==> config.mk <==
export PLATFORM = sky130hd
export DESIGN_NAME = irq_sequencer
export DESIGN_NICKNAME = d
export VERILOG_FILES = /design/src/rtl/irq_sequencer_pkg.sv /design/src/rtl/irq_mem_timer.sv /design/src/rtl/irq_sequencer.sv
export SDC_FILE = /design/constraint.sdc
export NUM_CORES = 1
export LEC_CHECK = 0
export BUFFER_PORTS_ARGS = -buffer_cell sky130_fd_sc_hd__clkbuf_2
export CAP_MARGIN = 10
export CORE_UTILIZATION = 42
export CTS_CLUSTER_DIAMETER = 80
export DETAILED_ROUTE_END_ITERATION = 6
export PLACE_DENSITY = 0.65
export SLEW_MARGIN = 30
export SYNTH_ARGS = -nofsm -noshare
export SYNTH_HDL_FRONTEND = slang
export SYNTH_HIERARCHICAL = 1
export SYNTH_SLANG_ARGS = --single-unit
==> constraint.sdc <==
create_clock -name CLK -period 6.31 [get_ports CLK]
set_input_delay 0.9465 -clock CLK [delete_from_list [all_inputs] [get_ports CLK]]
set_output_delay 0.9465 -clock CLK [all_outputs]
set_load 0.005 [all_outputs]
==> src/rtl/irq_sequencer_pkg.sv <==
// rtl/irq_sequencer_pkg.sv - shared state encoding, vector table and stack constants for irq_sequencer
package irq_sequencer_pkg;

  typedef enum logic [3:0] {
    IDLE,
    PUSH_PC,
    PUSH_SR,
    FETCH_VEC,
    ENTER,
    ISR,
    POP_SR,
    POP_PC,
    EXIT
  } state_e;

  localparam logic [15:0] VEC_SLOT_0 = 16'hFFF0;
  localparam logic [15:0] VEC_SLOT_1 = 16'hFFF2;
  localparam logic [15:0] VEC_SLOT_2 = 16'hFFFA;
  localparam logic [15:0] VEC_SLOT_3 = 16'hFFFC;

  localparam logic [15:0] STACK_STEP  = 16'd2;
  localparam logic [15:0] STACK_FRAME = STACK_STEP + STACK_STEP;

  function automatic logic is_mem_state(input state_e s);
    return (s == PUSH_PC) || (s == PUSH_SR) || (s == FETCH_VEC) ||
           (s == POP_SR) || (s == POP_PC);
  endfunction

endpackage

==> src/rtl/irq_mem_timer.sv <==
// rtl/irq_mem_timer.sv - counts consecutive memory wait cycles and flags when the wait limit is reached
module irq_mem_timer #(
  parameter int LIMIT = 16,
  parameter bit EN    = 1'b1
) (
  input  logic clk,
  input  logic reset,
  input  logic run,
  output logic expired
);

  localparam int CW = $clog2(LIMIT + 1);

  logic [CW-1:0] count_q, count_d;

  always_comb begin
    count_d = run ? count_q + CW'(1) : '0;
  end

  always_ff @(posedge clk) begin
    if (reset) begin
      count_q <= '0;
    end else begin
      count_q <= count_d;
    end
  end

  // Fires on the LIMIT-th consecutive cycle spent waiting.
  assign expired = EN && run && (count_q == CW'(LIMIT - 1));

endmodule

==> src/rtl/irq_sequencer.sv <==
// rtl/irq_sequencer.sv - interrupt entry/return sequencer: stacks PC/SR, fetches vector, restores on RETI
// Optional MEM_TIMEOUT_EN: abort a memory wait after MEM_TIMEOUT cycles and pulse ERR
module irq_sequencer #(
  parameter int GIE_BIT     = 3,
  parameter int MEM_TIMEOUT = 16
) (
  input  logic        CLK,
  input  logic        RESET,
  input  logic        REQ,
  input  logic [15:0] ADDRInt,
  input  logic        INSTR_DONE,
  input  logic        RETI_EXEC,
  input  logic [15:0] PC_IN,
  input  logic [15:0] SR_IN,
  input  logic [15:0] SP_IN,
  input  logic [15:0] MEM_RDATA,
  input  logic        MEM_READY,
  output logic [15:0] MEM_ADDR,
  output logic [15:0] MEM_WDATA,
  output logic        MEM_RE,
  output logic        MEM_WE,
  output logic [15:0] PC_OUT,
  output logic [15:0] SR_OUT,
  output logic [15:0] SP_OUT,
  output logic        PC_LOAD,
  output logic        SR_LOAD,
  output logic        SP_LOAD,
  output logic        STALL,
  output logic        RTI,
  output logic        ISR_ACT,
  output logic        ERR
);
  import irq_sequencer_pkg::*;

  localparam logic [15:0] GIE_MASK = 16'(1) << GIE_BIT;
`ifdef MEM_TIMEOUT_EN
  localparam bit TIMEOUT_EN = 1'b1;
`else
  localparam bit TIMEOUT_EN = 1'b0;
`endif

  state_e      state_q, state_d;
  logic [15:0] vec_q, vec_d, pc_q, pc_d, sr_q, sr_d, sp_q, sp_d;
  logic [15:0] mem_addr_q, mem_addr_d, mem_wdata_q, mem_wdata_d;
  logic [15:0] pc_out_q, pc_out_d, sr_out_q, sr_out_d, sp_out_q, sp_out_d;
  logic        mem_re_q, mem_re_d, mem_we_q, mem_we_d, load_q, load_d;
  logic        stall_q, stall_d, rti_q, rti_d, isr_act_q, isr_act_d, err_q, err_d;
  logic        wait_run, timeout;

  assign wait_run = is_mem_state(state_q) && !MEM_READY;

  irq_mem_timer #(.LIMIT(MEM_TIMEOUT), .EN(TIMEOUT_EN)) u_mem_timer (
    .clk    (CLK),
    .reset  (RESET),
    .run    (wait_run),
    .expired(timeout)
  );

  always_comb begin
    state_d = state_q;
    vec_d   = vec_q;
    pc_d    = pc_q;
    sr_d    = sr_q;
    sp_d    = sp_q;
    case (state_q)
      IDLE: if (REQ && SR_IN[GIE_BIT] && INSTR_DONE) begin
        state_d = PUSH_PC;
        vec_d   = ADDRInt;
        pc_d    = PC_IN;
        sr_d    = SR_IN;
        sp_d    = SP_IN;
      end
      PUSH_PC:   if (MEM_READY) state_d = PUSH_SR;
      PUSH_SR:   if (MEM_READY) state_d = FETCH_VEC;
      FETCH_VEC: if (MEM_READY) begin
        vec_d   = MEM_RDATA;
        state_d = ENTER;
      end
      ENTER:     state_d = ISR;
      ISR:       if (RETI_EXEC) begin
        sp_d    = SP_IN;
        state_d = POP_SR;
      end
      POP_SR:    if (MEM_READY) begin
        sr_d    = MEM_RDATA;
        state_d = POP_PC;
      end
      POP_PC:    if (MEM_READY) begin
        pc_d    = MEM_RDATA;
        state_d = EXIT;
      end
      default:   state_d = IDLE;
    endcase
    if (timeout) state_d = IDLE;
  end

  // Outputs are decoded from the next state so they line up with the state register.
  always_comb begin
    mem_addr_d  = '0;
    mem_wdata_d = '0;
    mem_re_d    = 1'b0;
    mem_we_d    = 1'b0;
    pc_out_d    = '0;
    sr_out_d    = '0;
    sp_out_d    = '0;
    load_d      = 1'b0;
    rti_d       = 1'b0;
    err_d       = timeout;
    stall_d     = !((state_d == IDLE) || (state_d == ISR));
    isr_act_d   = (state_d == ISR);
    case (state_d)
      PUSH_PC: begin
        mem_we_d    = 1'b1;
        mem_addr_d  = sp_d - STACK_STEP;
        mem_wdata_d = pc_d;
      end
      PUSH_SR: begin
        mem_we_d    = 1'b1;
        mem_addr_d  = sp_d - STACK_FRAME;
        mem_wdata_d = sr_d;
      end
      FETCH_VEC: begin
        mem_re_d   = 1'b1;
        mem_addr_d = vec_d;
      end
      ENTER: begin
        pc_out_d = vec_d;
        sr_out_d = sr_d & ~GIE_MASK;
        sp_out_d = sp_d - STACK_FRAME;
        load_d   = 1'b1;
      end
      POP_SR: begin
        mem_re_d   = 1'b1;
        mem_addr_d = sp_d;
      end
      POP_PC: begin
        mem_re_d   = 1'b1;
        mem_addr_d = sp_d + STACK_STEP;
      end
      EXIT: begin
        pc_out_d = pc_d;
        sr_out_d = sr_d;
        sp_out_d = sp_d + STACK_FRAME;
        load_d   = 1'b1;
        rti_d    = 1'b1;
      end
      default: ;
    endcase
  end

  always_ff @(posedge CLK) begin
    if (RESET) begin
      state_q     <= IDLE;
      vec_q       <= '0;
      pc_q        <= '0;
      sr_q        <= '0;
      sp_q        <= '0;
      mem_addr_q  <= '0;
      mem_wdata_q <= '0;
      mem_re_q    <= 1'b0;
      mem_we_q    <= 1'b0;
      pc_out_q    <= '0;
      sr_out_q    <= '0;
      sp_out_q    <= '0;
      load_q      <= 1'b0;
      stall_q     <= 1'b0;
      rti_q       <= 1'b0;
      isr_act_q   <= 1'b0;
      err_q       <= 1'b0;
    end else begin
      state_q     <= state_d;
      vec_q       <= vec_d;
      pc_q        <= pc_d;
      sr_q        <= sr_d;
      sp_q        <= sp_d;
      mem_addr_q  <= mem_addr_d;
      mem_wdata_q <= mem_wdata_d;
      mem_re_q    <= mem_re_d;
      mem_we_q    <= mem_we_d;
      pc_out_q    <= pc_out_d;
      sr_out_q    <= sr_out_d;
      sp_out_q    <= sp_out_d;
      load_q      <= load_d;
      stall_q     <= stall_d;
      rti_q       <= rti_d;
      isr_act_q   <= isr_act_d;
      err_q       <= err_d;
    end
  end

  assign MEM_ADDR  = mem_addr_q;
  assign MEM_WDATA = mem_wdata_q;
  assign MEM_RE    = mem_re_q;
  assign MEM_WE    = mem_we_q;
  assign PC_OUT    = pc_out_q;
  assign SR_OUT    = sr_out_q;
  assign SP_OUT    = sp_out_q;
  assign PC_LOAD   = load_q;
  assign SR_LOAD   = load_q;
  assign SP_LOAD   = load_q;
  assign STALL     = stall_q;
  assign RTI       = rti_q;
  assign ISR_ACT   = isr_act_q;
  assign ERR       = err_q;

endmodule

==> flow_summary.yaml, run 1 <==
global_route:
  grt_antenna_before_repair: 0
  grt_start_max_net_pins: 89
  grt_pass1_vias: 6742
  grt_first_pass_wirelength_um: 36400
  grt_util_all_layers_pct: 26.3
  grt_overflow: 0
synth:
  netlist_area_mm2: 0.00729
  postSynthCellCount: 874
  avgSynthCellArea_um2: 8.34
  ys.warnings.count: 6
  synth_nets: 976
place:
  postPlaceCellArea_mm2: 0.00830
  place.gp.congestion: 0.930
  io_buffer_count: 174
  dp_hpwl_um: 16700
  pre_cts_slack_ns: 0.925
final_layout:
  drive_gt1_share_pct: 23.0
  regArea_mm2: 0.00310
  final_area_mm2: 0.00890
  nFillCells: 1667
  area_growth_pct: 22.1
  final_util_pct: 53.1
  nets: 1124
  multiInputGateArea_mm2: 0.00380
  antenna_cells: 0
timing:
  fin_ws_ns: 1.29
  layout_min_cycle_time_ns: 5.02
  period_share_pct: 79.5
  setup_viol: 0
  rsz0062_at_grt: "no"
  setup-tns-final_ns: 0
  tightest_slew_ns: 0.957
  whs_ns: 0.464
  max_slew_margin_pct: 36.2
  fin_worst_skew_ns: 0.00827
  drv_slew: 0
  fmax_ghz: 0.199
  hold_viol_final: 0
drt:
  routed_wl_um: 23200
  drt_first_pass_iters: 5
  drc: 0
  drt_iter0_markers: 708
  wl_per_cell_um: 18.5
  antenna_left: 0
  vias: 7237
  vias_per_cell: 5.77
worst_hold_path:
  hp-class: "reg2reg"
  hold_depth: 2
  min_from: "pc_q[13]$_SDFF_PP0_"
  hold-path-endpoint: "pc_q[13]$_SDFF_PP0_"
floorplan:
  num_rows: 47
  dieArea_mm2: 0.0179
  core_mm2: 0.0168
  io_pins: 175
  start_util_pct: 43.5
  fp.dieH_um: 134
  die_width_um: 134
clocking:
  clockBufferDepth: 2
  tritoncts: "yes"
  clock_sinks: 155
  post_cts_buffers: 0
  post_cts_resized: 0
  clk_latency_ns: 0.43
  cts_root_buf: "clkbuf_16"
  postCtsHoldBufs: 0
  clkSlewWorstSetupHoldPaths_ns: 0.06
  htreeDepth: 4
  cts_inserted_buffers: 17
power:
  switching_power_uw: 612
  power_frac_comb_pct: 12.2
  powerDensity_mw_per_mm2: 261
  internal-power_uw: 1710
  seqPwrFrac_pct: 43.1
  power_frac_clock_pct: 44.7
  total_leakage_power_uw: 0.00391
  p_sw_share_pct: 26.3
  ir_worst_vdd_mv: 0.200
critical_path:
  rr_endpoint: "MEM_ADDR[14]$_SDFF_PP0_"
  worstSetupPathType: "in2reg"
  cp-start-kind: "input pin"
  r2r_cells: 16
  r2r_slack_ns: 1.34
  endpoint_kind: "flop"
  cp.arrival_ns: 5.36
  cp_max_fo: 13
  required_ns: 6.66
  reg2reg_from: "state_q[2]$_SDFF_PP0_"
outcome:
  status: "finished clean"
job:
  cap_viol_max_count: 0
[worst max-delay path: stages]
cell      delay, ns
clkbuf_2       0.14
nand2_1        0.10
or2_2          0.29
a31oi_1        0.30
o21ai_0        0.12
buf_4          0.18
nand2b_1       0.34
nor2_1         0.33
inv_1          0.29
ha_1           0.43
nand2_1        0.11
or4_1          0.50
and4_1         0.24
o311ai_1       0.54
and3_1         0.24
o21ai_0        0.09
a31oi_1        0.15
[layer usage]
layer  share of wire [%]  global-route usage, %  wire length [um]
met1                  46                   36.2             10600
met2                  45                   40.9             10500
met3                 6.9                   4.03              1600
met4                 2.3                   11.2               543
met5                   0                      0                 0
[area by class of cell]
type,count,share of cell area [%]
repair buffers,191,11.2
well taps,220,3.09
clock inverters,14,1.79
clock buffers,18,4.94
flip-flops and latches,155,34.9
multi-input cells,625,42.7
inverters,32,1.35
[worst max-delay path by stage]
stage / start / to / cells past startpoint
global route: state_q[2]$_SDFF_PP0_ / MEM_ADDR[14]$_SDFF_PP0_ / 16
global placement: MEM_READY / MEM_ADDR[14]$_SDFF_PP0_ / 17
floorplan: MEM_READY / MEM_ADDR[10]$_SDFF_PP0_ / 16
detailed placement: MEM_READY / MEM_ADDR[14]$_SDFF_PP0_ / 17
finish: MEM_READY / MEM_ADDR[14]$_SDFF_PP0_ / 17
CTS: MEM_READY / MEM_ADDR[14]$_SDFF_PP0_ / 17
[cell usage in the layout (no fill, tap or decap), types with 28 or more instances in the layout]
cell and count:
a22o_1 33, dfxtp_1 155, clkbuf_2 173, nand3_1 30
inv_1 29, nor2_1 114, nand2_1 70, a22oi_1 28
o22ai_1 28, a21oi_1 71
[metrics by stage]
stage,instances,power [uW]
final,1255,2320
after detailed placement,1223,1300
after floorplan,874,1210
after global placement,1223,1300
after CTS,1255,2340
after global routing,1255,2410
[flip-flops by register name, indices dropped and copies added (netlist names), 16 cells and up]
register   cells
MEM_ADDR      16
MEM_WDATA     16
PC_OUT        16
SP_OUT        16
SR_OUT        16
pc_q          16
sp_q          16
sr_q          16
vec_q         16
[power by group through the flow]
stage / Clock (uW) / Combinational, uW / Sequential (uW)
6_report: 1040 / 282 / 1000
2_1_floorplan: 0 / 188 / 1020
4_1_cts: 1060 / 279 / 1000
3_5_place_dp: 0 / 277 / 1020
5_1_grt: 1100 / 311 / 1000
3_3_place_gp: 0 / 277 / 1020
No activity file was read; power rests on OpenSTA's default activity.
==> run 2: changes to the inputs <==
--- a/config.mk
+++ b/config.mk
@@ -10,7 +10,7 @@
 export CORE_UTILIZATION = 42
 export CTS_CLUSTER_DIAMETER = 80
 export DETAILED_ROUTE_END_ITERATION = 6
-export PLACE_DENSITY = 0.65
+export PLACE_DENSITY = 0.68
 export SLEW_MARGIN = 30
 export SYNTH_ARGS = -nofsm -noshare
 export SYNTH_HDL_FRONTEND = slang
==> constraint.sdc (replaced) <==
create_clock -name CLK -period 4.1 [get_ports CLK]
set_input_delay 0.615 -clock CLK [delete_from_list [all_inputs] [get_ports CLK]]
set_output_delay 0.615 -clock CLK [all_outputs]
set_load 0.005 [all_outputs]
==> flow_summary.yaml, run 2 (same netlist as run 1, synthesis figures left out) <==
outcome:
  status: "finished clean"
clocking:
  clk_latency_ns: 0.42
  htreeDepth: 4
  post_cts_buffers: 0
  clockBufferDepth: 2
  clkSlewWorstSetupHoldPaths_ns: 0.06
  clock_sinks: 155
  cts_inserted_buffers: 17
  cts_root_buf: "clkbuf_16"
  post_cts_resized: 0
  tritoncts: "yes"
  postCtsHoldBufs: 0
floorplan:
  num_rows: 47
  io_pins: 175
  fp.dieH_um: 134
  dieArea_mm2: 0.0179
  die_width_um: 134
  core_mm2: 0.0168
  start_util_pct: 43.5
final_layout:
  mostFrequentLayoutCell: "clkbuf_2"
  nFillCells: 1579
  most-common-layout-cells: "173 x clkbuf_2, 154 x dfxtp_1, 115 x nor2_1, 71 x a21oi_1, 70 x nand2_1"
  area_growth_pct: 26.5
  drive_gt1_share_pct: 26.2
  nets: 1167
  antenna_cells: 0
power:
  p_sw_share_pct: 26.2
  powerDensity_mw_per_mm2: 391
  seqPwrFrac_pct: 42.8
  ir_worst_vdd_mv: 0.297
  internal-power_uw: 2660
  power_frac_comb_pct: 13.2
  switching_power_uw: 943
  power_frac_clock_pct: 44.0
  power_uw: 3600
  total_leakage_power_uw: 0.00412
timing:
  rsz0062_at_grt: "no"
  period_share_pct: 94.4
  layout_min_cycle_time_ns: 3.87
  setup-tns-final_ns: 0
  max_slew_margin_pct: 35.4
  fmax_ghz: 0.258
  drv_slew: 0
  fin_worst_skew_ns: 0.00867
  tightest_slew_ns: 0.969
  hold_viol_final: 0
  setup_viol: 0
global_route:
  grt_util_all_layers_pct: 27.1
  grt_first_pass_wirelength_um: 37200
  grt_antenna_before_repair: 0
  grt_start_max_net_pins: 89
  grt_pass1_vias: 6958
  grt_overflow: 0
critical_path:
  r2r_cells: 15
  critPathMaxStageDelay_ns: 0.51
  cpMaxStageDelayCell: "or4_1"
  required_ns: 4.44
  worstSetupPathType: "reg2reg"
  crit_path_cell_trace: "clkinv_1 -> a211o_1 -> a31oi_1 -> o21ai_0 -> nand2b_1 -> nor2_1 -> inv_1 -> ha_1 -> nand2_1 -> or4_1 -> and4_1 -> o31a_1 -> a21oi_1 -> mux2_2 -> o21ai_1"
  endpoint_kind: "flop"
  cp.arrival_ns: 4.22
  cp_max_fo: 7
  cp-start-kind: "flop"
worst_hold_path:
  hp-class: "reg2reg"
  hold_depth: 2
drt:
  vias: 7449
  vias_per_cell: 5.74
  drc: 0
  antenna_left: 0
  drt_first_pass_iters: 5
  wl_per_cell_um: 18.5
  routed_wl_um: 24000
  drt_iter0_markers: 753
place:
  dp_hpwl_um: 17700
  io_buffer_count: 174
  place.gp.congestion: 0.958
job:
  cap_viol_max_count: 0
[run 2: cell count changes in the layout (fill, tap and decap cells not counted), sizes merged]
cell	change
buf	+43
clkinv	-1
clkinvlp	+1
[run 2: power by group through the flow]
stage	Clock, uW	Sequential, uW	Combinational, uW
6_report	1590	1540	476
2_1_floorplan	0	1570	290
5_1_grt	1660	1550	520
4_1_cts	1600	1540	466
3_5_place_dp	0	1580	462
3_3_place_gp	0	1580	462
[run 2: worst paths after layout]
check | start | end | slack [ns]
worst min register to register | pc_q[13]$_SDFF_PP0_ | pc_q[13]$_SDFF_PP0_ | 0.47
worst min-delay path | pc_q[13]$_SDFF_PP0_ | pc_q[13]$_SDFF_PP0_ | 0.47
worst max-delay path | state_q[2]$_SDFF_PP0_ | MEM_ADDR[12]$_SDFF_PP0_ | 0.23
worst max register to register | state_q[2]$_SDFF_PP0_ | MEM_ADDR[12]$_SDFF_PP0_ | 0.23
[run 2: cell type report]
type | instances | area, um^2 | area share (%)
tap | 220 | 275 | 2.98
multi-input combinational | 625 | 3810 | 41.3
timing repair buffer | 234 | 1320 | 14.3
sequential | 155 | 3100 | 33.7
inverter | 32 | 120 | 1.30
clock buffer | 18 | 439 | 4.76
clock inverter | 14 | 156 | 1.70
[run 2: routing by layer]
metal	GRT usage (%)	wire (um)
met3	4.57	1650
met2	42.7	10900
met5	0	0
met1	36.1	10700
met4	12.2	767
[run 2: stage by stage]
| step | cell area (um^2) | utilization (%) | setup WS (ns) | hold WS (ns) | std cells |
|---|---|---|---|---|---|
| 2_1_floorplan | 7290 | - | 0.0529 | 0.444 | 874 |
| 3_3_place_gp | 8620 | 51.4 | 0.0700 | 0.450 | 1266 |
| 3_5_place_dp | 8620 | 51.4 | 0.0385 | 0.457 | 1266 |
| 4_1_cts | 9220 | 55.0 | 0.266 | 0.466 | 1298 |
| 5_1_grt | 9220 | 55.0 | 0.0217 | 0.479 | 1298 |
| 6_report | 9220 | 55.0 | 0.229 | 0.466 | 1298 |
[run 2: worst max-delay path, delay by kind of cell, from the launching register on]
family                     cells  cell delay, ns
and+or+nand+nor                5            1.31
AOI/OAI and AO/OA              6            1.14
buffers and inverters          2            0.35
muxes                          1            0.35
adders and majority gates      1            0.34
DFF                            1            0.33
